<file path="src/rtl/csr_arbiter_if.sv">
// Signal bundle shared by the two CSR masters, the arbiter and the OR-reduced CSR slave bus.
interface csr_arbiter_if;
    logic       m0_req;
    logic [4:0] m0_a;
    logic       m0_we;
    logic [7:0] m0_wdata;
    logic       m0_lock;
    logic       m0_ack;
    logic [7:0] m0_rdata;

    logic       m1_req;
    logic [4:0] m1_a;
    logic       m1_we;
    logic [7:0] m1_wdata;
    logic       m1_lock;
    logic       m1_ack;
    logic [7:0] m1_rdata;

    logic [4:0] csr_a;
    logic [7:0] csr_do;
    logic       csr_we;
    logic [7:0] csr_di;

    logic       busy;
    logic       owner;
    logic       lock_timeout;

    modport slave (
        input  m0_req, m0_a, m0_we, m0_wdata, m0_lock,
        output m0_ack, m0_rdata,
        input  m1_req, m1_a, m1_we, m1_wdata, m1_lock,
        output m1_ack, m1_rdata,
        output csr_a, csr_do, csr_we,
        input  csr_di,
        output busy, owner, lock_timeout
    );

    modport master (
        output m0_req, m0_a, m0_we, m0_wdata, m0_lock,
        input  m0_ack, m0_rdata,
        output m1_req, m1_a, m1_we, m1_wdata, m1_lock,
        input  m1_ack, m1_rdata,
        input  csr_a, csr_do, csr_we,
        output csr_di,
        input  busy, owner, lock_timeout
    );
endinterface

</file>
<file path="src/rtl/csr_arbiter.sv">
// Round-robin arbiter sharing the 5-bit address / 8-bit data CSR bus between two masters,
// with an ownership lock for atomic read-modify-write and an idle-lock timeout.
module csr_arbiter #(
    parameter int unsigned READ_LATENCY = 1,
    parameter logic [4:0]  IDLE_ADDR    = 5'h1f,
    parameter logic [7:0]  LOCK_TIMEOUT = 8'd255
) (
    input  logic         clk,
    input  logic         rst,
    csr_arbiter_if.slave bus
);

    typedef enum logic [1:0] {
        S_IDLE,
        S_ADDR,
        S_WAIT,
        S_ACK
    } state_t;

    localparam logic [1:0] WAIT_LAST = 2'(READ_LATENCY - 1);

    state_t     r_state,        w_state_nxt;
    logic [1:0] r_wait_cnt,     w_wait_cnt_nxt;
    logic       r_ptr,          w_ptr_nxt;
    logic       r_locked,       w_locked_nxt;
    logic [7:0] r_lock_cnt,     w_lock_cnt_nxt;
    logic       r_owner,        w_owner_nxt;
    logic [4:0] r_csr_a,        w_csr_a_nxt;
    logic [7:0] r_csr_do,       w_csr_do_nxt;
    logic       r_csr_we,       w_csr_we_nxt;
    logic       r_m0_ack,       w_m0_ack_nxt;
    logic       r_m1_ack,       w_m1_ack_nxt;
    logic [7:0] r_m0_rdata,     w_m0_rdata_nxt;
    logic [7:0] r_m1_rdata,     w_m1_rdata_nxt;
    logic       r_busy,         w_busy_nxt;
    logic       r_lock_timeout, w_lock_timeout_nxt;

    logic       w_own_req;
    logic       w_own_lock;
    logic       w_grant;
    logic       w_winner;
    logic       w_wait_last;
    logic       w_expire;
    logic [8:0] w_cnt_inc;

    assign w_own_req   = r_owner ? bus.m1_req  : bus.m0_req;
    assign w_own_lock  = r_owner ? bus.m1_lock : bus.m0_lock;
    assign w_wait_last = (r_wait_cnt == WAIT_LAST);
    assign w_cnt_inc   = {1'b0, r_lock_cnt} + 9'd1;
    assign w_expire    = (r_state == S_IDLE) && r_locked && w_own_lock && !w_own_req &&
                         (w_cnt_inc >= {1'b0, LOCK_TIMEOUT});

    // While locked only the lock owner can win; otherwise the pointer breaks ties.
    always_comb begin
        w_grant  = 1'b0;
        w_winner = r_ptr;
        if (r_locked) begin
            w_grant  = w_own_req;
            w_winner = r_owner;
        end else if (bus.m0_req && bus.m1_req) begin
            w_grant  = 1'b1;
            w_winner = r_ptr;
        end else if (bus.m0_req || bus.m1_req) begin
            w_grant  = 1'b1;
            w_winner = bus.m1_req;
        end
    end

    always_comb begin
        w_state_nxt = r_state;
        case (r_state)
            S_IDLE:  if (w_grant) w_state_nxt = S_ADDR;
            S_ADDR:  w_state_nxt = S_WAIT;
            S_WAIT:  if (w_wait_last) w_state_nxt = S_ACK;
            S_ACK:   w_state_nxt = S_IDLE;
            default: w_state_nxt = S_IDLE;
        endcase
    end

    always_comb begin
        // NOTE: every target gets a default before the case so no path can infer a latch.
        w_wait_cnt_nxt     = r_wait_cnt;
        w_ptr_nxt          = r_ptr;
        w_locked_nxt       = r_locked;
        w_lock_cnt_nxt     = r_lock_cnt;
        w_owner_nxt        = r_owner;
        w_csr_a_nxt        = r_csr_a;
        w_csr_do_nxt       = r_csr_do;
        w_csr_we_nxt       = 1'b0;
        w_m0_ack_nxt       = 1'b0;
        w_m1_ack_nxt       = 1'b0;
        w_m0_rdata_nxt     = r_m0_rdata;
        w_m1_rdata_nxt     = r_m1_rdata;
        w_busy_nxt         = (w_state_nxt != S_IDLE);
        w_lock_timeout_nxt = w_expire;
        case (r_state)
            S_IDLE: begin
                if (w_grant) begin
                    w_owner_nxt    = w_winner;
                    w_csr_a_nxt    = w_winner ? bus.m1_a     : bus.m0_a;
                    w_csr_do_nxt   = w_winner ? bus.m1_wdata : bus.m0_wdata;
                    w_csr_we_nxt   = w_winner ? bus.m1_we    : bus.m0_we;
                    w_lock_cnt_nxt = '0;
                end
                if (r_locked && !w_own_lock) begin
                    w_locked_nxt   = 1'b0;
                    w_lock_cnt_nxt = '0;
                end else if (w_expire) begin
                    w_locked_nxt   = 1'b0;
                    w_lock_cnt_nxt = '0;
                end else if (r_locked && !w_own_req) begin
                    w_lock_cnt_nxt = (r_lock_cnt == 8'hff) ? 8'hff : w_cnt_inc[7:0];
                end
            end
            S_ADDR: begin
                w_wait_cnt_nxt = '0;
            end
            S_WAIT: begin
                w_wait_cnt_nxt = r_wait_cnt + 2'd1;
                // csr_di is captured for writes as well; the master simply ignores it.
                if (w_wait_last) begin
                    if (r_owner) begin
                        w_m1_rdata_nxt = bus.csr_di;
                        w_m1_ack_nxt   = 1'b1;
                    end else begin
                        w_m0_rdata_nxt = bus.csr_di;
                        w_m0_ack_nxt   = 1'b1;
                    end
                end
            end
            S_ACK: begin
                w_ptr_nxt    = ~r_owner;
                w_locked_nxt = w_own_lock;
                w_csr_a_nxt  = IDLE_ADDR;
            end
            default: begin
                w_csr_a_nxt = IDLE_ADDR;
            end
        endcase
    end

    always_ff @(posedge clk) begin
        // NOTE: a mid-transfer reset must drop the strobe and suppress the ack, so every register is reset.
        if (rst) begin
            r_state        <= S_IDLE;
            r_wait_cnt     <= '0;
            r_ptr          <= 1'b0;
            r_locked       <= 1'b0;
            r_lock_cnt     <= '0;
            r_owner        <= 1'b0;
            r_csr_a        <= IDLE_ADDR;
            r_csr_do       <= '0;
            r_csr_we       <= 1'b0;
            r_m0_ack       <= 1'b0;
            r_m1_ack       <= 1'b0;
            r_m0_rdata     <= '0;
            r_m1_rdata     <= '0;
            r_busy         <= 1'b0;
            r_lock_timeout <= 1'b0;
        end else begin
            r_state        <= w_state_nxt;
            r_wait_cnt     <= w_wait_cnt_nxt;
            r_ptr          <= w_ptr_nxt;
            r_locked       <= w_locked_nxt;
            r_lock_cnt     <= w_lock_cnt_nxt;
            r_owner        <= w_owner_nxt;
            r_csr_a        <= w_csr_a_nxt;
            r_csr_do       <= w_csr_do_nxt;
            r_csr_we       <= w_csr_we_nxt;
            r_m0_ack       <= w_m0_ack_nxt;
            r_m1_ack       <= w_m1_ack_nxt;
            r_m0_rdata     <= w_m0_rdata_nxt;
            r_m1_rdata     <= w_m1_rdata_nxt;
            r_busy         <= w_busy_nxt;
            r_lock_timeout <= w_lock_timeout_nxt;
        end
    end

    assign bus.csr_a        = r_csr_a;
    assign bus.csr_do       = r_csr_do;
    assign bus.csr_we       = r_csr_we;
    assign bus.m0_ack       = r_m0_ack;
    assign bus.m1_ack       = r_m1_ack;
    assign bus.m0_rdata     = r_m0_rdata;
    assign bus.m1_rdata     = r_m1_rdata;
    assign bus.busy         = r_busy;
    assign bus.owner        = r_owner;
    assign bus.lock_timeout = r_lock_timeout;

endmodule

</file>
<file path="src/flat_wrapper.sv">
// flat-port wrapper written by rule: the top's interface ports become plain ports
module csr_arbiter_flat 
#(
    parameter int unsigned READ_LATENCY = 1,
    parameter logic [4:0]  IDLE_ADDR    = 5'h1f,
    parameter logic [7:0]  LOCK_TIMEOUT = 8'd255
)
  (clk, rst, bus_m0_req, bus_m0_a, bus_m0_we, bus_m0_wdata, bus_m0_lock, bus_m0_ack, bus_m0_rdata, bus_m1_req, bus_m1_a, bus_m1_we, bus_m1_wdata, bus_m1_lock, bus_m1_ack, bus_m1_rdata, bus_csr_a, bus_csr_do, bus_csr_we, bus_csr_di, bus_busy, bus_owner, bus_lock_timeout);
  csr_arbiter_if bus_i ();
  input  logic clk;
  input  logic rst;
  input wire logic [$bits(bus_i.m0_req)-1:0] bus_m0_req;
  input wire logic [$bits(bus_i.m0_a)-1:0] bus_m0_a;
  input wire logic [$bits(bus_i.m0_we)-1:0] bus_m0_we;
  input wire logic [$bits(bus_i.m0_wdata)-1:0] bus_m0_wdata;
  input wire logic [$bits(bus_i.m0_lock)-1:0] bus_m0_lock;
  output wire logic [$bits(bus_i.m0_ack)-1:0] bus_m0_ack;
  output wire logic [$bits(bus_i.m0_rdata)-1:0] bus_m0_rdata;
  input wire logic [$bits(bus_i.m1_req)-1:0] bus_m1_req;
  input wire logic [$bits(bus_i.m1_a)-1:0] bus_m1_a;
  input wire logic [$bits(bus_i.m1_we)-1:0] bus_m1_we;
  input wire logic [$bits(bus_i.m1_wdata)-1:0] bus_m1_wdata;
  input wire logic [$bits(bus_i.m1_lock)-1:0] bus_m1_lock;
  output wire logic [$bits(bus_i.m1_ack)-1:0] bus_m1_ack;
  output wire logic [$bits(bus_i.m1_rdata)-1:0] bus_m1_rdata;
  output wire logic [$bits(bus_i.csr_a)-1:0] bus_csr_a;
  output wire logic [$bits(bus_i.csr_do)-1:0] bus_csr_do;
  output wire logic [$bits(bus_i.csr_we)-1:0] bus_csr_we;
  input wire logic [$bits(bus_i.csr_di)-1:0] bus_csr_di;
  output wire logic [$bits(bus_i.busy)-1:0] bus_busy;
  output wire logic [$bits(bus_i.owner)-1:0] bus_owner;
  output wire logic [$bits(bus_i.lock_timeout)-1:0] bus_lock_timeout;
  assign bus_i.m0_req = bus_m0_req;
  assign bus_i.m0_a = bus_m0_a;
  assign bus_i.m0_we = bus_m0_we;
  assign bus_i.m0_wdata = bus_m0_wdata;
  assign bus_i.m0_lock = bus_m0_lock;
  assign bus_m0_ack = bus_i.m0_ack;
  assign bus_m0_rdata = bus_i.m0_rdata;
  assign bus_i.m1_req = bus_m1_req;
  assign bus_i.m1_a = bus_m1_a;
  assign bus_i.m1_we = bus_m1_we;
  assign bus_i.m1_wdata = bus_m1_wdata;
  assign bus_i.m1_lock = bus_m1_lock;
  assign bus_m1_ack = bus_i.m1_ack;
  assign bus_m1_rdata = bus_i.m1_rdata;
  assign bus_csr_a = bus_i.csr_a;
  assign bus_csr_do = bus_i.csr_do;
  assign bus_csr_we = bus_i.csr_we;
  assign bus_i.csr_di = bus_csr_di;
  assign bus_busy = bus_i.busy;
  assign bus_owner = bus_i.owner;
  assign bus_lock_timeout = bus_i.lock_timeout;
  csr_arbiter #(.READ_LATENCY(READ_LATENCY), .IDLE_ADDR(IDLE_ADDR), .LOCK_TIMEOUT(LOCK_TIMEOUT)) u_core (.clk(clk), .rst(rst), .bus(bus_i));
endmodule
</file>
<file path="config.mk">
export PLATFORM = sky130hd
export DESIGN_NAME = csr_arbiter_flat
export DESIGN_NICKNAME = d
export VERILOG_FILES = /design/src/rtl/csr_arbiter_if.sv /design/src/rtl/csr_arbiter.sv /design/src/flat_wrapper.sv
export SDC_FILE = /design/constraint.sdc
export NUM_CORES = 1
export LEC_CHECK = 0
export CORE_ASPECT_RATIO = 1.4
export CORE_MARGIN = 2
export CORE_UTILIZATION = 51
export CTS_BUF_LIST = sky130_fd_sc_hd__clkbuf_2
export CTS_CLUSTER_SIZE = 24
export DETAILED_ROUTE_END_ITERATION = 10
export PLACE_DENSITY = 0.95
export SLEW_MARGIN = 25
export SYNTH_ARGS = -nofsm -noshare
export SYNTH_HDL_FRONTEND = slang
export SYNTH_SLANG_ARGS = --single-unit
</file>
<file path="constraint.sdc">
create_clock -name clk -period 4.8 [get_ports clk]
set_input_delay 0.48 -clock clk [delete_from_list [all_inputs] [get_ports clk]]
set_output_delay 0.48 -clock clk [all_outputs]
set_load 0.03 [all_outputs]
</file>
== Word-level counts from Yosys, hierarchy flattened ==
Cells that the tools add are included.
W data, S select, Z words.

* Flip-flop bits (word level): 49
* Logic and storage cells: 80

* Add/sub/neg operators: 2
* Magnitude comparators: 1
* Eq/ne operators: 6
* Mux-type cells: 27
* Bitwise gates (word level): 5
* Reductions and logical operators: 24

{| class="wikitable"
|+ Operators by type and width
! cell !! count
|-
| $mux W8 || 6
|-
| $mux W1 || 13
|-
| $mux W5 || 2
|-
| $pmux W5 S2 || 1
|-
| $add A8 B1 Y9 const B || 1
|-
| $ge A9 B8 Y1 const B || 1
|-
| $eq A8 B8 Y1 const B || 1
|-
| $pmux W2 S4 || 1
|-
| $reduce_and A2 Y1 || 4
|-
| $logic_and A1 B1 Y1 || 7
|-
| $reduce_and A3 Y1 || 2
|-
| $reduce_bool A2 Y1 || 3
|-
| $reduce_or A3 Y1 || 2
|-
| $not A1 Y1 || 5
|-
| $eq A2 B2 Y1 const B || 2
|-
| $logic_not A2 Y1 || 2
|-
| $mux W2 || 2
|-
| $pmux W2 S2 || 1
|-
| $reduce_bool A4 Y1 || 1
|-
| $ne A3 B2 Y1 const B || 1
|-
| $add A2 B1 Y2 const B || 1
|-
| $eq A2 B1 Y1 const B || 1
|-
| $logic_not A1 Y1 || 2
|-
| $ne A2 B1 Y1 const B || 1
|-
| other kinds (2) || 2
|}

== Depth between registers and ports, before layout ==
Gate-level depths: netlist of the first run.

* Depth in word-level cells: 8
* Mapped depth: 7
* Depth with buffers taken out: 7

== Worst setup path before layout of the first run ==
Ideal clock, no wire load.

* Kind: register to register
* From: reg u_core.r_owner (netlist: u_core.bus.owner)
* To: reg u_core.r_locked
* Data arrival time: 1.971 ns
* Required time: 4.684 ns
* Path slack: 2.713 ns
* Cell stages (with the launch flop): 7
* Path buffers: 1
* Period minus slack after synthesis: 2.087 ns
* Path through: dfxtp_1 buf_4 mux2i_4 nand4_1 a211o_1 or3_1 o211a_1

* Longest elaborated chain between the ends: 6

{| class="wikitable"
|+ RTL lines
! what !! line !! text
|-
| start, declared || csr_arbiter.sv:27 || <nowiki>logic r_owner, w_owner_nxt;</nowiki>
|-
| start signal, assigned || csr_arbiter.sv:166 || <nowiki>r_owner <= w_owner_nxt;</nowiki>
|-
| $mux W1 (on tied branches) || csr_arbiter.sv:47, csr_arbiter.sv:46 ||
|-
| $logic_and A1 B1 Y1 or $logic_not A1 Y1 (tied branches) || csr_arbiter.sv:50 || <nowiki>assign w_expire = (r_state == S_IDLE) && r_locked && w_own_lock && !w_own_req &&</nowiki>
|-
| $logic_and A1 B1 Y1 (2 in series) || csr_arbiter.sv:50 ||
|-
| $ne A3 B2 Y1 (no line) || -- ||
|-
| $reduce_and A2 Y1 (no line) || -- ||
|-
| end signal, assigned || csr_arbiter.sv:164 || <nowiki>r_locked <= w_locked_nxt;</nowiki>
|-
| end, declared || csr_arbiter.sv:25 || <nowiki>logic r_locked, w_locked_nxt;</nowiki>
|}

Several ways; a longest one is shown, not always the timed one.
A chain may end at the register's enable or synchronous reset.

== Final worst setup path of the first run ==
* From: reg u_core.r_owner (netlist: u_core.bus.owner)
* To: reg u_core.r_lock_cnt[3]

* Longest elaborated chain between the ends: 6

{| class="wikitable"
|+ RTL lines
! what !! line !! text
|-
| $mux W1 (on tied branches) || csr_arbiter.sv:46, csr_arbiter.sv:47 ||
|-
| $logic_not A1 Y1 or $logic_and A1 B1 Y1 (tied branches) || csr_arbiter.sv:50, csr_arbiter.sv:111 ||
|-
| $logic_and A1 B1 Y1 (on tied branches) || csr_arbiter.sv:111, csr_arbiter.sv:50 ||
|-
| $mux W8 or $logic_and A1 B1 Y1 (tied branches) || csr_arbiter.sv:111, csr_arbiter.sv:50 ||
|-
| $mux W8 or $reduce_bool A4 Y1 (tied branches) || -- ||
|-
| $mux W8 or $reduce_and A2 Y1 (tied branches) || -- ||
|-
| end signal, assigned || csr_arbiter.sv:165 || <nowiki>r_lock_cnt <= w_lock_cnt_nxt;</nowiki>
|-
| end, declared || csr_arbiter.sv:26 || <nowiki>logic [7:0] r_lock_cnt, w_lock_cnt_nxt;</nowiki>
|}

Several ways; a longest one is shown, not always the timed one.

==> results of run 1 <==
-- logic make-up after synthesis --
logic type,Yosys count
xor gates and xnor gates,2
and+or+nand+nor,122
AOI/OAI and AO/OA,75
adders and majority gates,6
muxes,3
DFF,49
buffers and inverters,25
-- layout by cell type, fill, tap and decap left out, types with 3 or more instances in the layout --
| cell | count |
|---|---|
| clkdlybuf4s50_1 | 76 |
| nand2_1 | 50 |
| dfxtp_1 | 49 |
| a21oi_1 | 29 |
| nor2_1 | 22 |
| nand3_1 | 18 |
| o21ai_0 | 11 |
| inv_1 | 9 |
| nor2b_1 | 8 |
| a311oi_1 | 8 |
| a21boi_0 | 6 |
| ha_1 | 6 |
| clkbuf_2 | 6 |
| nor4b_1 | 5 |
| nand2b_1 | 4 |
| o31ai_1 | 3 |
| a31oi_1 | 3 |
-- sequential cells by signal, summed over array words and instances (netlist names), 2 cells and up --
register	cells
u_core.bus.csr_a	5
u_core.bus.m1_rdata	8
u_core.bus.m0_rdata	8
u_core.r_state	2
u_core.r_lock_cnt	8
u_core.r_wait_cnt	2
u_core.bus.csr_do	8
-- through the flow --
| stage | total power [mW] | util, % | instances |
|---|---|---|---|
| finish | 1.343 | 72.78 | 412 |
| global route | 1.426 | 72.78 | 412 |
| CTS | 1.349 | 72.78 | 412 |
| detailed placement | 1.188 | 71.84 | 404 |
| global placement | 1.170 | 71.84 | 404 |
| floorplan | 0.9483 | - | 282 |
-- critical path, cell delays in order (launching register included) --
cell,delay (ps)
dfxtp_1,630
mux2i_4,330
nand4_1,400
a211o_1,410
o31ai_2,510
nor2_1,100
-- layer usage --
layer	share of wire, %	GRT usage (%)	wire length, um	vias up
met2	53	41.15	3043	71
met3	4.3	4.517	247	23
met1	39	28.05	2264	1062
met4	3.4	10.87	194	0
met5	0	0	0	-
li1	-	-	-	1130
-- where the power goes --
| part | internal [mW] | total, mW | switching, mW |
|---|---|---|---|
| combinational | 0.267 | 0.635 | 0.368 |
| sequential | 0.491 | 0.545 | 0.0544 |
| clock | 0.0366 | 0.162 | 0.126 |
-- worst paths after layout --
check,from,endpoint,cells past startpoint
worst max-delay path,u_core.bus.owner,u_core.r_lock_cnt[3],5
worst min-delay path,u_core.bus.m1_rdata[6],u_core.bus.m1_rdata[6],2
worst max register to register,u_core.bus.owner,u_core.r_lock_cnt[3],5
worst min register to register,u_core.bus.m1_rdata[6],u_core.bus.m1_rdata[6],2
-- cell type report --
class / count / area (um^2) / area share (%)
multi-input combinational: 208 / 1205 / 38.74
clock buffer: 6 / 30.03 / 0.9654
timing repair buffer: 78 / 775.7 / 24.94
tap: 60 / 75.07 / 2.414
sequential: 49 / 980.9 / 31.54
clock inverter: 2 / 10.01 / 0.3218
inverter: 9 / 33.78 / 1.086
==> flow_summary.json, run 1 <==
{
  "fin_area_um2": 3110,
  "die_y_um": 83.20,
  "finalMaxSlewViolations": 0,
  "fmax_ghz": 0.4025,
  "ys_ff_latch": 49,
  "async_flop_share_pct": 0,
  "cts_max_level": 2,
  "ctsResizeCount": 0,
  "cts_setup_buffers": 0,
  "clk-insertion-delay-late_ps": 420,
  "cp_max_fo": 12,
  "grt_max_degree": 37,
  "finalSetupTns_ps": 0,
  "setup_ws_ps": 2315,
  "cts_buffer_depth": 2,
  "n_antenna_cell": 0,
  "avgSynthCellArea_um2": 8.102,
  "area_growth_pct": 36.14,
  "cts_tree": "built",
  "core-area_um2": 4274,
  "ys_types": 44,
  "cts_made_buffers": 5,
  "synth_compound_area_share_pct": 21.19,
  "cts.sinks": 49,
  "fin_skew_ps": 19.08,
  "grt_first_pass_wirelength_um": 9584,
  "syn_nets": 330,
  "die-area_um2": 5039,
  "synth-edff-count": 0,
  "end_kind": "flop",
  "dp_worst_setup_slack_ps": 2040,
  "setup_viol": 0,
  "finalWeightedCongestion": 0.8527,
  "ir_worst_vdd_uv": 271.6,
  "post_dp_cell_area_um2": 3070,
  "vias": 2286,
  "start_util_pct": 53.45,
  "overflow": 0,
  "netlist_top_cells_count": "nand2_1 (50), dfxtp_1 (49), a21oi_1 (29), nor2_1 (22), nand3_1 (18)",
  "avgRoutedWirePerCell_um": 13.95,
  "root_buffer": "clkbuf_2",
  "die_w_um": 60.57,
  "synth_area_leaders": "dfxtp_1 (43%), nand2_1 (8.2%), a21oi_1 (6.4%), nand3_1 (3.9%), nor2_1 (3.6%)",
  "synthesis.area_um2": 2285,
  "antenna_found_initial": 0,
  "yosys.area_share.xor_xnor_pct": 0.7667,
  "io_pins": 77,
  "fillers": 363,
  "fin_nets": 399,
  "fin_crit_sh_pct": 51.76,
  "synth_top_area_share_pct": 42.94,
  "r2r_slack_ps": 2320,
  "yosys.area_share.simple_pct": 25.58,
  "grt_pass1_vias": 2198,
  "rsz0062_at_grt": "no",
  "cp_data_arrival_time_ps": 2810,
  "hold_viol": 0,
  "netlist.top_cell.by_area": "dfxtp_1",
  "ys_warn_count": 0,
  "outcome": "finished, final reports clean",
  "synth_top_family_by_area": "simple AND/OR/NAND/NOR gates",
  "tightestPinTransition_ps": 897.0,
  "postCtsHoldBufs": 0,
  "drtPass1Iterations": 4,
  "synth_fa_ha_area_share_pct": 3.286,
  "drc": 0,
  "synth_seq_area_share_pct": 42.94,
  "cp.required_ps": 5120,
  "min_period_ps": 2485,
  "gr-usage-all-layers_pct": 24.16,
  "whs_ps": 467.7,
  "synthMuxAreaShare_pct": 1.917,
  "leakage_nw": 1.124,
  "drtAntennaViolNets": 0,
  "dp_hpwl_um": 4237,
  "synth.most_common_cell": "nand2_1",
  "netlist_instances": 282,
  "finalWirelength_um": 5749,
  "crit_type": "flop to flop",
  "path_clk_slew_ps": 230,
  "power_density_nw_per_um2": 431.6,
  "viasPerCell": 5.549,
  "drive_above_1_share_pct": 5.114,
  "numPortBuffers": 76,
  "slew_headroom_pct": 39.69,
  "startpoint_type": "flop",
  "maxCapViolCount": 0,
  "synth-main-ff-cell": "dfxtp_1",
  "drtIter0Drc": 124,
  "num_rows": 28,
  "hp-class": "flop to flop"
}
No activity file was read; power rests on OpenSTA's default activity.
==> inputs of run 2 (changes only) <==
--- a/config.mk
+++ b/config.mk
@@ -7,11 +7,11 @@
 export LEC_CHECK = 0
 export CORE_ASPECT_RATIO = 1.4
 export CORE_MARGIN = 2
-export CORE_UTILIZATION = 51
+export CORE_UTILIZATION = 47
 export CTS_BUF_LIST = sky130_fd_sc_hd__clkbuf_2
 export CTS_CLUSTER_SIZE = 24
 export DETAILED_ROUTE_END_ITERATION = 10
-export PLACE_DENSITY = 0.95
+export PLACE_DENSITY = 0.91
 export SLEW_MARGIN = 25
 export SYNTH_ARGS = -nofsm -noshare
 export SYNTH_HDL_FRONTEND = slang
==> constraint.sdc (replaced) <==
create_clock -name clk -period 2.4 [get_ports clk]
set_input_delay 0.24 -clock clk [delete_from_list [all_inputs] [get_ports clk]]
set_output_delay 0.24 -clock clk [all_outputs]
set_load 0.03 [all_outputs]
==> run 2 against run 1 <==
Effect of this change:
- first-iteration DRC count fell by 31%
- final area grew 1.8%
- sequential power is 98% higher
- total power is 100% higher
- worst setup slack got worse by 2100 ps
- worst hold slack lost 120 ps
- sequential cell count unchanged
- via count shrank 1.5%
- critical path depth grew 1
- wire length shrank 0.56%
- non-clock buffer count increased by 6
- critical path type unchanged
- highest routed layer unchanged
==> flow_summary.json, run 2 (synthesized netlist as in run 1, its figures left out) <==
{
  "area_growth_pct": 38.55,
  "end_kind": "flop",
  "grt_first_pass_wirelength_um": 9611,
  "fin_nets": 405,
  "finalPower_mw": 2.743,
  "drtAntennaViolNets": 0,
  "die_w_um": 62.93,
  "finalSetupTns_ps": 0,
  "cp_max_fo": 7,
  "leakage_nw": 1.145,
  "io_pins": 77,
  "crit_type": "flop to flop",
  "drtPass1Iterations": 4,
  "maxCapViolCount": 0,
  "power_density_nw_per_um2": 866.4,
  "drc": 0,
  "finalMaxSlewViolations": 0,
  "outcome": "finished, final reports clean",
  "die_y_um": 86.50,
  "rsz0062_at_grt": "no",
  "clk-insertion-delay-late_ps": 430,
  "postCtsHoldBufs": 0,
  "hold_viol": 0,
  "overflow": 0,
  "n_antenna_cell": 0,
  "ir_worst_vdd_uv": 531.9,
  "core-area_um2": 4767,
  "dp_hpwl_um": 4313,
  "cts_max_level": 2,
  "cp.required_ps": 2760,
  "ctsResizeCount": 0,
  "fillers": 419,
  "drtIter0Drc": 85,
  "layout_commonest_cell": "clkdlybuf4s50_1",
  "gr-usage-all-layers_pct": 21.94,
  "die-area_um2": 5443,
  "startpoint_type": "flop",
  "cts_setup_buffers": 0,
  "numPortBuffers": 76,
  "grt_max_degree": 28,
  "antenna_found_initial": 0,
  "tightestPinTransition_ps": 520.2,
  "start_util_pct": 47.93,
  "hp-class": "input pin to flop",
  "num_rows": 30,
  "layout_common_cells": "clkdlybuf4s50_1 (76), nand2_1 (50), dfxtp_1 (49)",
  "fin_skew_ps": 11.29,
  "setup_viol": 0,
  "finalWeightedCongestion": 0.8665,
  "root_buffer": "clkbuf_2",
  "fin_crit_sh_pct": 89.17,
  "slew_headroom_pct": 65.03,
  "drive_above_1_share_pct": 6.704,
  "vias": 2252,
  "whs_ps": 345.9,
  "path_clk_slew_ps": 250,
  "avgRoutedWirePerCell_um": 13.55,
  "min_period_ps": 2140,
  "finalWirelength_um": 5717,
  "grt_pass1_vias": 2179,
  "cts_made_buffers": 5,
  "viasPerCell": 5.336,
  "fmax_ghz": 0.4673,
  "cp_data_arrival_time_ps": 2500,
  "cts_buffer_depth": 2,
  "cts.sinks": 49,
  "cts_tree": "built"
}
-- run 2: per-stage QoR --
stage | worst slack, ps | cell area (um^2) | cells | utilization (%)
finish | 259.8 | 3166 | 422 | 66.40
global route | 131.0 | 3166 | 422 | 66.40
CTS | 248.4 | 3166 | 422 | 66.40
detailed placement | 275.6 | 3120 | 414 | 65.46
global placement | 320.2 | 3120 | 414 | 65.46
floorplan | 312.9 | 2285 | 282 | -
-- run 2: power breakdown --
group	switching, mW	internal, mW	total (mW)
clock network	0.268	0.0750	0.343
logic	0.761	0.563	1.32
registers	0.0937	0.982	1.08
total	1.12	1.62	2.74
-- run 2: area by class of cell --
type | count | area [um^2] | share of cell area [%]
Multi-Input combinational cell | 208 | 1205 | 38.06
Sequential cell | 49 | 980.9 | 30.99
Timing Repair Buffer | 84 | 820.8 | 25.93
Tap cell | 64 | 80.08 | 2.530
Inverter | 9 | 33.78 | 1.067
Clock buffer | 6 | 30.03 | 0.9486
Clock inverter | 2 | 15.01 | 0.4743
-- run 2: final timing paths --
check                           slack, ps                    from  cells after the start                endpoint
worst max-delay path                  260    u_core.r_lock_cnt[0]                      6         u_core.r_locked
worst min-delay path                  350         bus_m1_wdata[0]                      3    u_core.bus.csr_do[0]
worst max register to register        260    u_core.r_lock_cnt[0]                      6         u_core.r_locked
worst min register to register        470  u_core.bus.m1_rdata[2]                      2  u_core.bus.m1_rdata[2]
-- run 2: critical path, cell delays in order, from the launching register on --
cell	delay (ps)
dfxtp_1	480
ha_1	280
and4_1	300
nor4bb_1	80
a211o_1	330
or3_1	400
o211a_1	220
-- run 2: per-layer routing --
layer / wire, um / vias up / global-route usage (%)
li1: - / 1141 / -
met1: 2243 / 1036 / 23.68
met2: 3086 / 57 / 41.39
met3: 197 / 18 / 3.506
met4: 190 / 0 / 10.30
met5: 0 / - / 0
